File: src/rtl/led_pwm_dimmer_pkg.sv
// Shared constants and helpers for the LED PWM dimmer and its prescaler.
// No logic of its own; no latency, no backpressure.
package led_pwm_dimmer_pkg;

  localparam int CODE_W    = 4;
  localparam int PWM_STEPS = 15;
  localparam int LEVEL_MAX = 15;
  localparam int PRESC_W   = 16;
  localparam int RAMP_W    = 8;

  typedef logic [CODE_W-1:0] level_t;

  // One code toward the target; the LEVEL_MAX guard keeps the step saturating.
  function automatic level_t step_toward(input level_t cur, input level_t tgt);
    if ((cur < tgt) && (cur < level_t'(LEVEL_MAX))) return cur + level_t'(1);
    else if (cur > tgt)                             return cur - level_t'(1);
    else                                            return cur;
  endfunction

endpackage

File: src/rtl/pwm_prescaler.sv
// Free-running divider: one-cycle tick every PRESCALE enabled clocks.
// tick is combinational from the count register; en=0 clears the count (no backpressure).
module pwm_prescaler
  import led_pwm_dimmer_pkg::*;
#(
  parameter int PRESCALE = 100
) (
  input  logic clk,
  input  logic reset_n,
  input  logic en,
  output logic tick
);

  localparam logic [PRESC_W-1:0] CNT_LAST = PRESC_W'(PRESCALE - 1);

  logic [PRESC_W-1:0] cnt_q, cnt_d;

  assign tick = en && (cnt_q == CNT_LAST);

  always_comb begin
    cnt_d = cnt_q;
    if (!en || tick) cnt_d = '0;
    else             cnt_d = cnt_q + PRESC_W'(1);
  end

  always_ff @(posedge clk or negedge reset_n) begin
    if (!reset_n) cnt_q <= '0;
    else          cnt_q <= cnt_d;
  end

endmodule

File: src/rtl/led_pwm_dimmer.sv
// 15-step PWM LED drive from a 4-bit brightness code, level changes only at period boundaries.
// pwm_out/period_start registered (1 clock after counters); optional soft ramp; no backpressure.
module led_pwm_dimmer
  import led_pwm_dimmer_pkg::*;
#(
  parameter int PRESCALE     = 100,
  parameter int RAMP_PERIODS = 4,
  parameter int DW           = 4
) (
  input  logic          clk,
  input  logic          reset_n,
  input  logic          en,
  input  logic [DW-1:0] duty_in,
  input  logic          ramp_en,
  output logic          pwm_out,
  output logic [DW-1:0] level,
  output logic          period_start,
  output logic          at_target
);

  localparam logic [3:0]        STEP_LAST = 4'(PWM_STEPS - 1);
  localparam logic [RAMP_W-1:0] RAMP_LAST = RAMP_W'(RAMP_PERIODS - 1);

  logic              tick;
  logic              boundary;
  logic [3:0]        step_q, step_d;
  logic [RAMP_W-1:0] ramp_q, ramp_d;
  level_t            level_q, level_d;
  logic              pwm_q, pwm_d;
  logic              ps_q, ps_d;

  pwm_prescaler #(
    .PRESCALE (PRESCALE)
  ) u_prescaler (
    .clk     (clk),
    .reset_n (reset_n),
    .en      (en),
    .tick    (tick)
  );

  assign boundary = tick && (step_q == STEP_LAST);

  always_comb begin
    step_d  = step_q;
    ramp_d  = ramp_q;
    level_d = level_q;
    pwm_d   = en && (step_q < level_q);
    ps_d    = boundary;
    if (!en) begin
      step_d = '0;
      ramp_d = '0;
    end else begin
      if (tick) step_d = boundary ? 4'd0 : step_q + 4'd1;
      // Holding ramp_cnt at 0 while ramping is off makes every ramp start fresh.
      if (!ramp_en) ramp_d = '0;
      if (boundary) begin
        if (!ramp_en) begin
          level_d = level_t'(duty_in);
        end else if (ramp_q == RAMP_LAST) begin
          level_d = step_toward(level_q, level_t'(duty_in));
          ramp_d  = '0;
        end else begin
          ramp_d  = ramp_q + RAMP_W'(1);
        end
      end
    end
  end

  always_ff @(posedge clk or negedge reset_n) begin
    if (!reset_n) begin
      step_q  <= '0;
      ramp_q  <= '0;
      level_q <= '0;
      pwm_q   <= 1'b0;
      ps_q    <= 1'b0;
    end else begin
      step_q  <= step_d;
      ramp_q  <= ramp_d;
      level_q <= level_d;
      pwm_q   <= pwm_d;
      ps_q    <= ps_d;
    end
  end

  assign pwm_out      = pwm_q;
  assign level        = DW'(level_q);
  assign period_start = ps_q;
  assign at_target    = (DW'(level_q) == duty_in);

endmodule

File: config.mk
export PLATFORM = sky130hd
export DESIGN_NAME = led_pwm_dimmer
export DESIGN_NICKNAME = d
export VERILOG_FILES = /design/src/rtl/led_pwm_dimmer_pkg.sv /design/src/rtl/pwm_prescaler.sv /design/src/rtl/led_pwm_dimmer.sv
export SDC_FILE = /design/constraint.sdc
export NUM_CORES = 1
export LEC_CHECK = 0
export ABC_CLOCK_PERIOD_IN_PS = 2900
export CORE_UTILIZATION = 58
export DETAILED_ROUTE_END_ITERATION = 8
export GPL_ROUTABILITY_DRIVEN = 0
export GPL_TIMING_DRIVEN = 0
export PLACE_DENSITY = 0.82
export SLEW_MARGIN = 20
export SYNTH_ARGS = -nofsm -noshare
export SYNTH_HDL_FRONTEND = slang
export SYNTH_SLANG_ARGS = --single-unit
File: constraint.sdc
create_clock -name clk -period 2.9 [get_ports clk]
set_input_delay 0.435 -clock clk [delete_from_list [all_inputs] [get_ports clk]]
set_output_delay 0.435 -clock clk [all_outputs]
set_load 0.01 [all_outputs]
==> flow_metrics.env, run 1 <==
export IMPL_area_growth_synth_to_final_pct=15.7
export IMPL_p_sw_mw=0.204
export IMPL_fillers=234
export IMPL_crit_required_ps=3110
export IMPL_clock_sinks=34
export IMPL_via_per_inst=5.71
export IMPL_drt_pass1_iter_count=4
export IMPL_clk_latency_ps=340
export IMPL_status="complete, no violations"
export IMPL_placed_cell_area_um2=2210
export IMPL_leakage_nw=1.03
export IMPL_cts_tree="done"
export IMPL_setup_tns_ps=0
export IMPL_worst_setup_path_end_kind="flop"
export IMPL_first_iter_violations=60
export IMPL_ant_nets=0
export IMPL_synth_seq_cells=34
export IMPL_initial_core_util=0.631
export IMPL_synth_edf_count=0
export IMPL_synth_area_um2=1990
export IMPL_cts_root_buf="clkbuf_4"
export IMPL_switching_share=0.229
export IMPL_arrival_ps=3020
export IMPL_r2r_end="level[3]"
export IMPL_final_area_um2=2300
export IMPL_synth_top_cell_area_share=0.428
export IMPL_crit_fanout=3
export IMPL_hold_viol_final=0
export IMPL_startpoint="duty_in[2]"
export IMPL_setup_violations=0
export IMPL_grt_pass1_wl_mm=6.50
export IMPL_finalMaxSlewViolations=0
export IMPL_diodes=0
export IMPL_drt_wl_total_mm=3.82
export IMPL_worst_slack_ps=90.9
export IMPL_worstSetupStartpointType="primary input"
export IMPL_grt_usage=0.244
export IMPL_yosys_top_cells_count="dfrtp_1 (34), nor2_1 (28), nand2_1 (19), nand3_1 (18)"
export IMPL_grt_max_degree=22
export IMPL_clk_pin_slew_ps=110
export IMPL_p_comb_frac=0.070
export IMPL_nets=253
export IMPL_synth_area_leaders="dfrtp_1 (43%), ha_1 (8.2%), nor2_1 (5.3%)"
export IMPL_wl_per_cell_um=13.8
export IMPL_min_path_type="primary input to asynchronous set/reset pin"
export IMPL_drc_errors=0
export IMPL_clkPwrFrac=0.388
export IMPL_die_w_um=60.5
export IMPL_r2r_slack_ps=240
export IMPL_cts_setup_buffers=0
export IMPL_max_cap_viol_count=0
export IMPL_max_clock_freq_mhz=356
export IMPL_via_count=1577
export IMPL_dieArea_um2=3670
export IMPL_cts_buffer_depth=2
export IMPL_gr_total_overflow=0
export IMPL_critPathKind="primary input to flop"
export IMPL_synth_area_per_cell_um2=9.56
export IMPL_async_flop_share=1.00
export IMPL_cts_inserted_buffers=5
export IMPL_p_seq_frac=0.541
export IMPL_place_hpwl_mm=2.78
export IMPL_synth_top_area_cell="dfrtp_1"
export IMPL_portBuffers=14
export IMPL_grt_antenna_before_repair=0
export IMPL_post_route_period_util=0.969
export IMPL_rows=20
export IMPL_max_slew_margin_rel=0.535
export IMPL_ir_worst_vdd_mv=0.229
export IMPL_synthMostInstantiatedCell="dfrtp_1"
export IMPL_place_ws_ps=-311
export IMPL_seq_area_frac_synth=0.428
export IMPL_skew_ps=7.60
export IMPL_timing_rr_start="level[1]"
export IMPL_synth_fp_nets=230
export IMPL_die_y_um=60.5
export IMPL_grt_pass1_vias=1532
export IMPL_syn_inst=208
export IMPL_r2r_cells=11
export IMPL_yosysWarnings=0
export IMPL_powerDensity_nw_per_um2=387
export IMPL_coreArea_um2=3150
export IMPL_p_int_mw=0.687
export IMPL_ys_types=39
export IMPL_cts_max_level=2
export IMPL_fin_crit_ps=2810
export IMPL_tightest_slew_ps=691
export IMPL_drive_above_1_share=0.0862
export IMPL_synthFlopType="dfrtp_1"
export IMPL_ios=15
==> worst max path at each step <==
| stage | endpoint | slack, ps | depth (start not counted) |
|---|---|---|---|
| 2_1_floorplan | level[3] | 430 | 12 |
| 3_3_place_gp | level[3] | -220 | 13 |
| 3_5_place_dp | level[3] | -310 | 13 |
| 4_1_cts | level[3] | 50 | 13 |
| 5_1_grt | level[3] | -30 | 13 |
| 6_report | level[3] | 90 | 13 |
==> repair_timing <==
item	CTS	global route
hold buffers	1	0
setup endpoints to repair	0	1
resized for setup	0	1
endpoints found under the hold margin	13	0
==> stage by stage <==
| step | utilization | cells | total power [mW] | hold WS, ps |
|---|---|---|---|---|
| floorplan | - | 208 | 0.518 | 139 |
| global placement | 0.692 | 266 | 0.546 | 494 |
| detailed placement | 0.700 | 267 | 0.552 | 361 |
| CTS | 0.728 | 276 | 0.894 | 517 |
| global route | 0.729 | 276 | 0.925 | 554 |
| finish | 0.729 | 276 | 0.891 | 521 |
==> worst max-delay path, cell delays in order <==
cell and delay, ps:
clkdlybuf4s50_1 490, inv_1 50, ha_1 310, o21ai_0 150
a21oi_1 90, nor3_2 210, inv_1 130, ha_1 300
a21o_1 180, a21oi_1 170, xor2_1 210, a2bb2oi_1 190
o211ai_1 110
==> power groups by stage <==
stage	Clock, mW	Sequential, mW	Combinational (mW)
final	0.346	0.482	0.0627
after global routing	0.372	0.483	0.0697
after CTS	0.350	0.482	0.0626
after detailed placement	0	0.491	0.0609
after global placement	0	0.491	0.0550
after floorplan	0	0.491	0.0267
==> flip-flops by register name, summed over array words and instances (netlist names) <==
signal / count
ramp_q: 8
level: 4
pwm_out: 1
step_q: 4
u_prescaler.cnt_q: 16
period_start: 1
==> kinds of logic after synthesis <==
family | after synthesis | synth area share
mux | 1 | 0.00566
fa+ha+maj | 14 | 0.0919
flops | 34 | 0.428
simple gates | 94 | 0.255
compound gates | 28 | 0.0881
buf+inv | 15 | 0.0346
xor+xnor | 22 | 0.0969
==> layout make-up <==
type | instances | area (um^2) | area share
flip-flops and latches | 34 | 851 | 0.370
plain buffers | 3 | 23.8 | 0.0103
well taps | 44 | 55.1 | 0.0239
inverters | 12 | 45.0 | 0.0196
clock buffers | 6 | 41.3 | 0.0180
repair buffers | 16 | 173 | 0.0751
multi-input cells | 159 | 1070 | 0.467
clock inverters | 2 | 37.5 | 0.0163
==> metal layers <==
layer / vias up / GRT usage / routed length [um]
met3: 9 / 0.0661 / 121
met5: - / 0 / 0
li1: 769 / - / -
met1: 768 / 0.296 / 1720
met4: 0 / 0.127 / 74
met2: 31 / 0.400 / 1910
==> layout by cell type, fill, tap and decap left out, drive strengths merged, types with 6 or more instances in the layout <==
cell | Yosys | final
clkbuf | 1 | 7
nand2 | 19 | 19
inv | 12 | 12
dfrtp | 34 | 34
xor2 | 12 | 12
o21ai | 13 | 13
xnor2 | 10 | 10
nand3 | 18 | 18
ha | 13 | 13
clkdlybuf4s50 | 0 | 13
nor2 | 28 | 28
and3 | 6 | 6
No activity file was read; power rests on OpenSTA's default activity.
==> inputs of run 2 (changes only) <==
--- a/config.mk
+++ b/config.mk
@@ -6,6 +6,7 @@
 export NUM_CORES = 1
 export LEC_CHECK = 0
 export ABC_CLOCK_PERIOD_IN_PS = 2900
+export CAP_MARGIN = 15
 export CORE_UTILIZATION = 58
 export DETAILED_ROUTE_END_ITERATION = 8
 export GPL_ROUTABILITY_DRIVEN = 0
==> results of run 2 <==
Final layout, timing and power as in run 1 (identical DEF).
